<file path="config.mk">
export PLATFORM = sky130hd
export DESIGN_NAME = ps2_host_tx_flat
export DESIGN_NICKNAME = d
export VERILOG_FILES = /design/src/rtl/ps2_host_tx_if.sv /design/src/rtl/ps2_host_tx.sv /design/src/flat_wrapper.sv
export SDC_FILE = /design/constraint.sdc
export NUM_CORES = 1
export LEC_CHECK = 0
export ABC_AREA = 1
export BUFFER_PORTS_ARGS = -buffer_cell sky130_fd_sc_hd__buf_2
export CORE_ASPECT_RATIO = 0.9
export CORE_MARGIN = 8
export CORE_UTILIZATION = 40
export DETAILED_ROUTE_END_ITERATION = 10
export SLEW_MARGIN = 20
export SYNTH_ARGS = -nofsm -noshare
export SYNTH_HDL_FRONTEND = slang
export SYNTH_SLANG_ARGS = --single-unit
export TNS_END_PERCENT = 30
</file>
<file path="constraint.sdc">
create_clock -name clk -period 1.7 [get_ports clk]
set_input_delay 0.255 -clock clk [delete_from_list [all_inputs] [get_ports clk]]
set_output_delay 0.255 -clock clk [all_outputs]
set_load 0.02 [all_outputs]
</file>
<file path="src/rtl/ps2_host_tx_if.sv">
// Host-side command handshake plus the open-drain PS/2 pin pair for the PS/2 transmitter.
// The slave modport is the transmitter; the master modport is the surrounding system/bus.
interface ps2_host_tx_if;
  logic [7:0] tx_data;
  logic       tx_start;
  logic       tx_busy;
  logic       done;
  logic       err;
  logic       ps2_clk;
  logic       ps2_data;
  logic       ps2_clk_oe;
  logic       ps2_data_oe;

  modport slave (
    input  tx_data, tx_start, ps2_clk, ps2_data,
    output tx_busy, done, err, ps2_clk_oe, ps2_data_oe
  );

  modport master (
    output tx_data, tx_start, ps2_clk, ps2_data,
    input  tx_busy, done, err, ps2_clk_oe, ps2_data_oe
  );
endinterface

</file>
<file path="src/rtl/ps2_host_tx.sv">
// Host-to-device PS/2 transmitter: inhibits the bus, requests to send, clocks out a byte
// on device-generated falling edges and checks the device ACK.
module ps2_host_tx #(
  parameter int LEN            = 8,
  parameter int INHIBIT_CYCLES = 3000,
  parameter int REQ_CYCLES     = 50,
  parameter int TIMEOUT_CYCLES = 375000
) (
  input  logic          clk,
  input  logic          reset,
  ps2_host_tx_if.slave  bus
);

  typedef enum logic [2:0] {IDLE, INHIBIT, REQ, SEND, ACK, WAIT_IDLE} state_t;

  state_t       state_q, state_d;
  logic [31:0]  cnt_q, cnt_d;
  logic [3:0]   bitcnt_q, bitcnt_d;
  logic [7:0]   shreg_q, shreg_d;
  logic         parity_q, parity_d;
  logic         clkOe_q, clkOe_d;
  logic         dataOe_q, dataOe_d;
  logic         busy_q, busy_d;
  logic         done_q, done_d;
  logic         err_q, err_d;
  logic [1:0]   clkSync_q, dataSync_q;
  logic [LEN:0] clkSamp_q;
  logic         filt_q, filt_d;
  logic         allOnes, allZero, fall, dataIn;

  assign allOnes = &clkSamp_q;
  assign allZero = ~|clkSamp_q;
  assign fall    = filt_q & allZero;
  assign dataIn  = dataSync_q[1];

  // Filter is forced low while we hold the clock line ourselves, so release cannot fake a fall.
  always_comb begin
    filt_d = filt_q;
    if (state_q == INHIBIT || state_q == REQ) filt_d = 1'b0;
    else if (allOnes)                         filt_d = 1'b1;
    else if (allZero)                         filt_d = 1'b0;
  end

  always_comb begin
    state_d  = state_q;
    cnt_d    = cnt_q;
    bitcnt_d = bitcnt_q;
    shreg_d  = shreg_q;
    parity_d = parity_q;
    clkOe_d  = clkOe_q;
    dataOe_d = dataOe_q;
    busy_d   = busy_q;
    done_d   = 1'b0;
    err_d    = 1'b0;
    case (state_q)
      IDLE: begin
        busy_d   = 1'b0;
        clkOe_d  = 1'b0;
        dataOe_d = 1'b0;
        if (bus.tx_start && !busy_q) begin
          shreg_d  = bus.tx_data;
          parity_d = ~^bus.tx_data;
          cnt_d    = '0;
          clkOe_d  = 1'b1;
          busy_d   = 1'b1;
          state_d  = INHIBIT;
        end
      end
      INHIBIT: begin
        cnt_d = cnt_q + 32'd1;
        if (cnt_q == 32'(INHIBIT_CYCLES - 1)) begin
          cnt_d    = '0;
          dataOe_d = 1'b1;
          state_d  = REQ;
        end
      end
      REQ: begin
        cnt_d = cnt_q + 32'd1;
        if (cnt_q == 32'(REQ_CYCLES - 1)) begin
          cnt_d    = '0;
          bitcnt_d = '0;
          clkOe_d  = 1'b0;
          state_d  = SEND;
        end
      end
      SEND, ACK, WAIT_IDLE: begin
        cnt_d = cnt_q + 32'd1;
        if (cnt_q == 32'(TIMEOUT_CYCLES - 1)) begin
          err_d    = 1'b1;
          clkOe_d  = 1'b0;
          dataOe_d = 1'b0;
          state_d  = IDLE;
        end else if (state_q == SEND) begin
          if (fall) begin
            bitcnt_d = bitcnt_q + 4'd1;
            if (bitcnt_q < 4'd8) begin
              dataOe_d = ~shreg_q[0];
              shreg_d  = shreg_q >> 1;
            end else if (bitcnt_q == 4'd8) begin
              dataOe_d = ~parity_q;
            end else begin
              dataOe_d = 1'b0;
              state_d  = ACK;
            end
          end
        end else if (state_q == ACK) begin
          if (fall) begin
            if (!dataIn) state_d = WAIT_IDLE;
            else begin
              err_d   = 1'b1;
              state_d = IDLE;
            end
          end
        end else if (filt_q && dataIn) begin
          done_d  = 1'b1;
          state_d = IDLE;
        end
      end
      default: state_d = IDLE;
    endcase
  end

  always_ff @(posedge clk) begin
    if (reset) begin
      state_q    <= IDLE;
      cnt_q      <= '0;
      bitcnt_q   <= '0;
      shreg_q    <= '0;
      parity_q   <= 1'b0;
      clkOe_q    <= 1'b0;
      dataOe_q   <= 1'b0;
      busy_q     <= 1'b0;
      done_q     <= 1'b0;
      err_q      <= 1'b0;
      clkSync_q  <= '0;
      dataSync_q <= '0;
      clkSamp_q  <= '0;
      filt_q     <= 1'b0;
    end else begin
      state_q    <= state_d;
      cnt_q      <= cnt_d;
      bitcnt_q   <= bitcnt_d;
      shreg_q    <= shreg_d;
      parity_q   <= parity_d;
      clkOe_q    <= clkOe_d;
      dataOe_q   <= dataOe_d;
      busy_q     <= busy_d;
      done_q     <= done_d;
      err_q      <= err_d;
      clkSync_q  <= {clkSync_q[0], bus.ps2_clk};
      dataSync_q <= {dataSync_q[0], bus.ps2_data};
      clkSamp_q  <= {clkSamp_q[LEN-1:0], clkSync_q[1]};
      filt_q     <= filt_d;
    end
  end

  assign bus.tx_busy     = busy_q;
  assign bus.done        = done_q;
  assign bus.err         = err_q;
  assign bus.ps2_clk_oe  = clkOe_q;
  assign bus.ps2_data_oe = dataOe_q;

endmodule

</file>
<file path="src/flat_wrapper.sv">
// flat-port wrapper written by rule: the top's interface ports become plain ports
module ps2_host_tx_flat 
#(
  parameter int LEN            = 8,
  parameter int INHIBIT_CYCLES = 3000,
  parameter int REQ_CYCLES     = 50,
  parameter int TIMEOUT_CYCLES = 375000
)
  (clk, reset, bus_tx_data, bus_tx_start, bus_ps2_clk, bus_ps2_data, bus_tx_busy, bus_done, bus_err, bus_ps2_clk_oe, bus_ps2_data_oe);
  ps2_host_tx_if bus_i ();
  input  logic clk;
  input  logic reset;
  input wire logic [$bits(bus_i.tx_data)-1:0] bus_tx_data;
  input wire logic [$bits(bus_i.tx_start)-1:0] bus_tx_start;
  input wire logic [$bits(bus_i.ps2_clk)-1:0] bus_ps2_clk;
  input wire logic [$bits(bus_i.ps2_data)-1:0] bus_ps2_data;
  output wire logic [$bits(bus_i.tx_busy)-1:0] bus_tx_busy;
  output wire logic [$bits(bus_i.done)-1:0] bus_done;
  output wire logic [$bits(bus_i.err)-1:0] bus_err;
  output wire logic [$bits(bus_i.ps2_clk_oe)-1:0] bus_ps2_clk_oe;
  output wire logic [$bits(bus_i.ps2_data_oe)-1:0] bus_ps2_data_oe;
  assign bus_i.tx_data = bus_tx_data;
  assign bus_i.tx_start = bus_tx_start;
  assign bus_i.ps2_clk = bus_ps2_clk;
  assign bus_i.ps2_data = bus_ps2_data;
  assign bus_tx_busy = bus_i.tx_busy;
  assign bus_done = bus_i.done;
  assign bus_err = bus_i.err;
  assign bus_ps2_clk_oe = bus_i.ps2_clk_oe;
  assign bus_ps2_data_oe = bus_i.ps2_data_oe;
  ps2_host_tx #(.LEN(LEN), .INHIBIT_CYCLES(INHIBIT_CYCLES), .REQ_CYCLES(REQ_CYCLES), .TIMEOUT_CYCLES(TIMEOUT_CYCLES)) u_core (.clk(clk), .reset(reset), .bus(bus_i));
endmodule
</file>
==> impl_metrics.env <==
export IMPL_root_buffer="clkbuf_8"
export IMPL_nets=735
export IMPL_synth_area_um2=4030
export IMPL_maxSlewHeadroom_pct=57.9
export IMPL_slew_violations=0
export IMPL_dp_cells=813
export IMPL_cp_arrival_ns=2.02
export IMPL_drtAntennaViolNets=0
export IMPL_io_pins=18
export IMPL_synthesis_nets=648
export IMPL_hold_ws_ns=0.0837
export IMPL_wl_mm=11.2
export IMPL_cp_slowest_stage_delay_ns=0.35
export IMPL_ys_seq_elements=67
export IMPL_ir_drop_mv=0.737
export IMPL_avgSynthCellArea_um2=6.42
export IMPL_dp_hpwl_mm=7.78
export IMPL_synth_cell_types=39
export IMPL_synth_top_cells_by_area="dfxtp_1 (33%), nand2_1 (15%), nor2_1 (9.8%)"
export IMPL_numPortBuffers=17
export IMPL_fin_skew_ns=0.00846
export IMPL_core_area_um2=9740
export IMPL_hold_class="input pin to register"
export IMPL_hold_viol=0
export IMPL_final_cells=845
export IMPL_crit_path_end_kind="register"
export IMPL_synth_cells=627
export IMPL_viasPerCell=4.93
export IMPL_clkLatencyLatePin_ns=0.37
export IMPL_die_x_um=122
export IMPL_gp_congestion=0.855
export IMPL_critPathLaunchType="register"
export IMPL_yosys_area_top_type="dfxtp_1"
export IMPL_cts_max_level=3
export IMPL_grt_usage_pct=17.0
export IMPL_clkTransAtPathRegs_ns=0.08
export IMPL_drt_initial_drc_count=264
export IMPL_grt_pass1_wl_mm=18.6
export IMPL_synth_top_area_share_pct=33.3
export IMPL_cts_sinks=67
export IMPL_path_class="register to register"
export IMPL_max_cap_violations=0
export IMPL_rows=34
export IMPL_vias=4169
export IMPL_post_route_period_util_pct=103
export IMPL_nFillCells=922
export IMPL_cts_tree="yes"
export IMPL_ys_async_sr_fraction_pct=0
export IMPL_power_density_nw_per_um2=1240
export IMPL_ys_seq_area_share_pct=33.3
export IMPL_grt_start_max_net_pins=32
export IMPL_setup_tns_final_ns=-0.934
export IMPL_layout_drive_gt1_share_pct=29.5
export IMPL_antenna_found_initial=0
export IMPL_synth_edf_count=0
export IMPL_numCtsBuffers=9
export IMPL_finalWorstSetupSlack_ns=-0.0548
export IMPL_drtPass1Iterations=4
export IMPL_floorplan_initialDensity_pct=41.3
export IMPL_critPathTopFamily="simple AND/OR/NAND/NOR gates"
export IMPL_fmaxAchievable_ghz=0.570
export IMPL_grt_overflow=0
export IMPL_critPathRequiredTime_ns=1.96
export IMPL_worst_pin_slew_ns=0.628
export IMPL_mostFrequentLayoutCell="nand2_1"
export IMPL_n_antenna_cell=0
export IMPL_violations="setup timing"
export IMPL_crit_buf_inv=3
export IMPL_period_needed_ns=1.75
export IMPL_drt_wirelength_per_cell_um=13.2
export IMPL_drc=0
export IMPL_place_ws_ns=-0.115
export IMPL_clockBufferDepth=2
export IMPL_ctsHoldBuffers=0
export IMPL_critical_path_max_fanout=7
export IMPL_synth_warnings=0
export IMPL_areaGrowthSynthToFinish_pct=36.1
export IMPL_ys_flop_type="dfxtp_1"
export IMPL_final_cell_mix="nand2_1 (148), inv_1 (78), nor2_1 (77), dfxtp_1 (61), buf_4 (54)"
export IMPL_power_leakage_nw=2.26
export IMPL_rsz0062_at_grt="true"
export IMPL_setup_viol=33
export IMPL_die_h_um=111
export IMPL_die_area_um2=13500
export IMPL_cpMaxStageDelayCell="dfxtp_2"
export IMPL_cpMostUsedCell="nand2_4"
export IMPL_path_cells="inv_1 > nand2_4 > nor2_4 > nand2_4 > nand2_4 > inv_1 > buf_12 > nand4_1 > xor2_1 > nor2_4"
export IMPL_outcome="finished with violations"
export IMPL_grt_pass1_vias=3939
## final timing paths
path / startpoint / endpoint / slack [ns] / cells past startpoint
setup reg to reg: u_core.state_q[2]$_SDFFE_PP0P_ / u_core.cnt_q[13]$_SDFFE_PP0P_ / -0.05 / 10
setup / recovery: u_core.state_q[2]$_SDFFE_PP0P_ / u_core.cnt_q[13]$_SDFFE_PP0P_ / -0.05 / 10
hold / removal: bus_ps2_clk / u_core.clkSync_q[0]$_SDFF_PP0_ / 0.08 / 3
hold reg to reg: u_core.clkSync_q[0]$_SDFF_PP0_ / u_core.clkSync_q[1]$_SDFF_PP0_ / 0.41 / 2
## cells by family after synthesis
kind of cell / synth area share [%]
flip-flops: 33.3
XOR/XNOR: 4.79
AO/OA/AOI/OAI: 8.11
AND/OR/NAND/NOR: 40.8
adder cells (fa/ha/maj): 2.49
buffers and inverters: 10.4
## tightest hold or removal path, stage by stage
cell	delay, ns
buf_2	0.07
inv_1	0.03
nor2_1	0.06
## synth_stat cells, types with 2 or more instances
cell,count
buf_2,5
dfxtp_1,67
nand2_1,157
buf_6,3
nor3_1,14
xnor2_1,6
buf_4,2
nand4_1,13
nand3_1,51
xor2_1,16
a21oi_1,26
nor2_1,105
nand2_2,10
inv_1,83
ha_1,8
nor4_1,3
o21ai_0,15
o21ai_1,5
nand3b_1,3
a22oi_1,2
nand2_4,4
clkbuf_1,4
nor2_2,7
inv_2,3
## through the flow
step                util [%]  cell area (um^2)  power [mW]
floorplan                  -              4030        3.47
global placement        47.7              4650        4.34
detailed placement      47.7              4650        4.36
CTS                     53.1              5180        6.37
global route            56.2              5480        7.24
finish                  56.2              5480        6.80
## timing repair
action	in CTS	in global routing
setup endpoints to repair	48	49
cloned	4	1
pin swaps	18	24
gates resized for setup	41	74
buffers inserted	11	0
## layout make-up
| cell class | count | area [um^2] | area share [%] |
|---|---|---|---|
| Multi-Input combinational cell | 460 | 2650 | 48.4 |
| Clock buffer | 9 | 124 | 2.26 |
| Sequential cell | 67 | 1350 | 24.7 |
| Timing Repair Buffer | 88 | 785 | 14.3 |
| Clock inverter | 7 | 77.6 | 1.42 |
| Inverter | 88 | 332 | 6.05 |
| Tap cell | 126 | 158 | 2.88 |
## metal layers
| metal | track usage (%) | wire length, um | vias to the layer above |
|---|---|---|---|
| li1 | - | - | 2152 |
| met1 | 22.6 | 5370 | 1924 |
| met2 | 26.5 | 5040 | 80 |
| met3 | 3.87 | 635 | 13 |
| met4 | 5.09 | 136 | 0 |
| met5 | 0 | 0 | - |
## power by group
group	internal [mW]	switching [mW]
clock network	0.683	0.698
logic	1.56	2.01
registers	1.75	0.102
total	4.00	2.81
## flip-flops by register name (all words and copies together), names as in the netlist
| signal | count |
|---|---|
| u_core.bitcnt_q | 4 |
| u_core.bus.done | 1 |
| u_core.bus.err | 1 |
| u_core.bus.ps2_clk_oe | 1 |
| u_core.bus.ps2_data_oe | 1 |
| u_core.bus.tx_busy | 1 |
| u_core.clkSamp_q | 9 |
| u_core.clkSync_q | 2 |
| u_core.cnt_q | 32 |
| u_core.dataSync_q | 2 |
| u_core.filt_q | 1 |
| u_core.parity_q | 1 |
| u_core.shreg_q | 8 |
| u_core.state_q | 3 |
(Power assumes the default switching activity.)
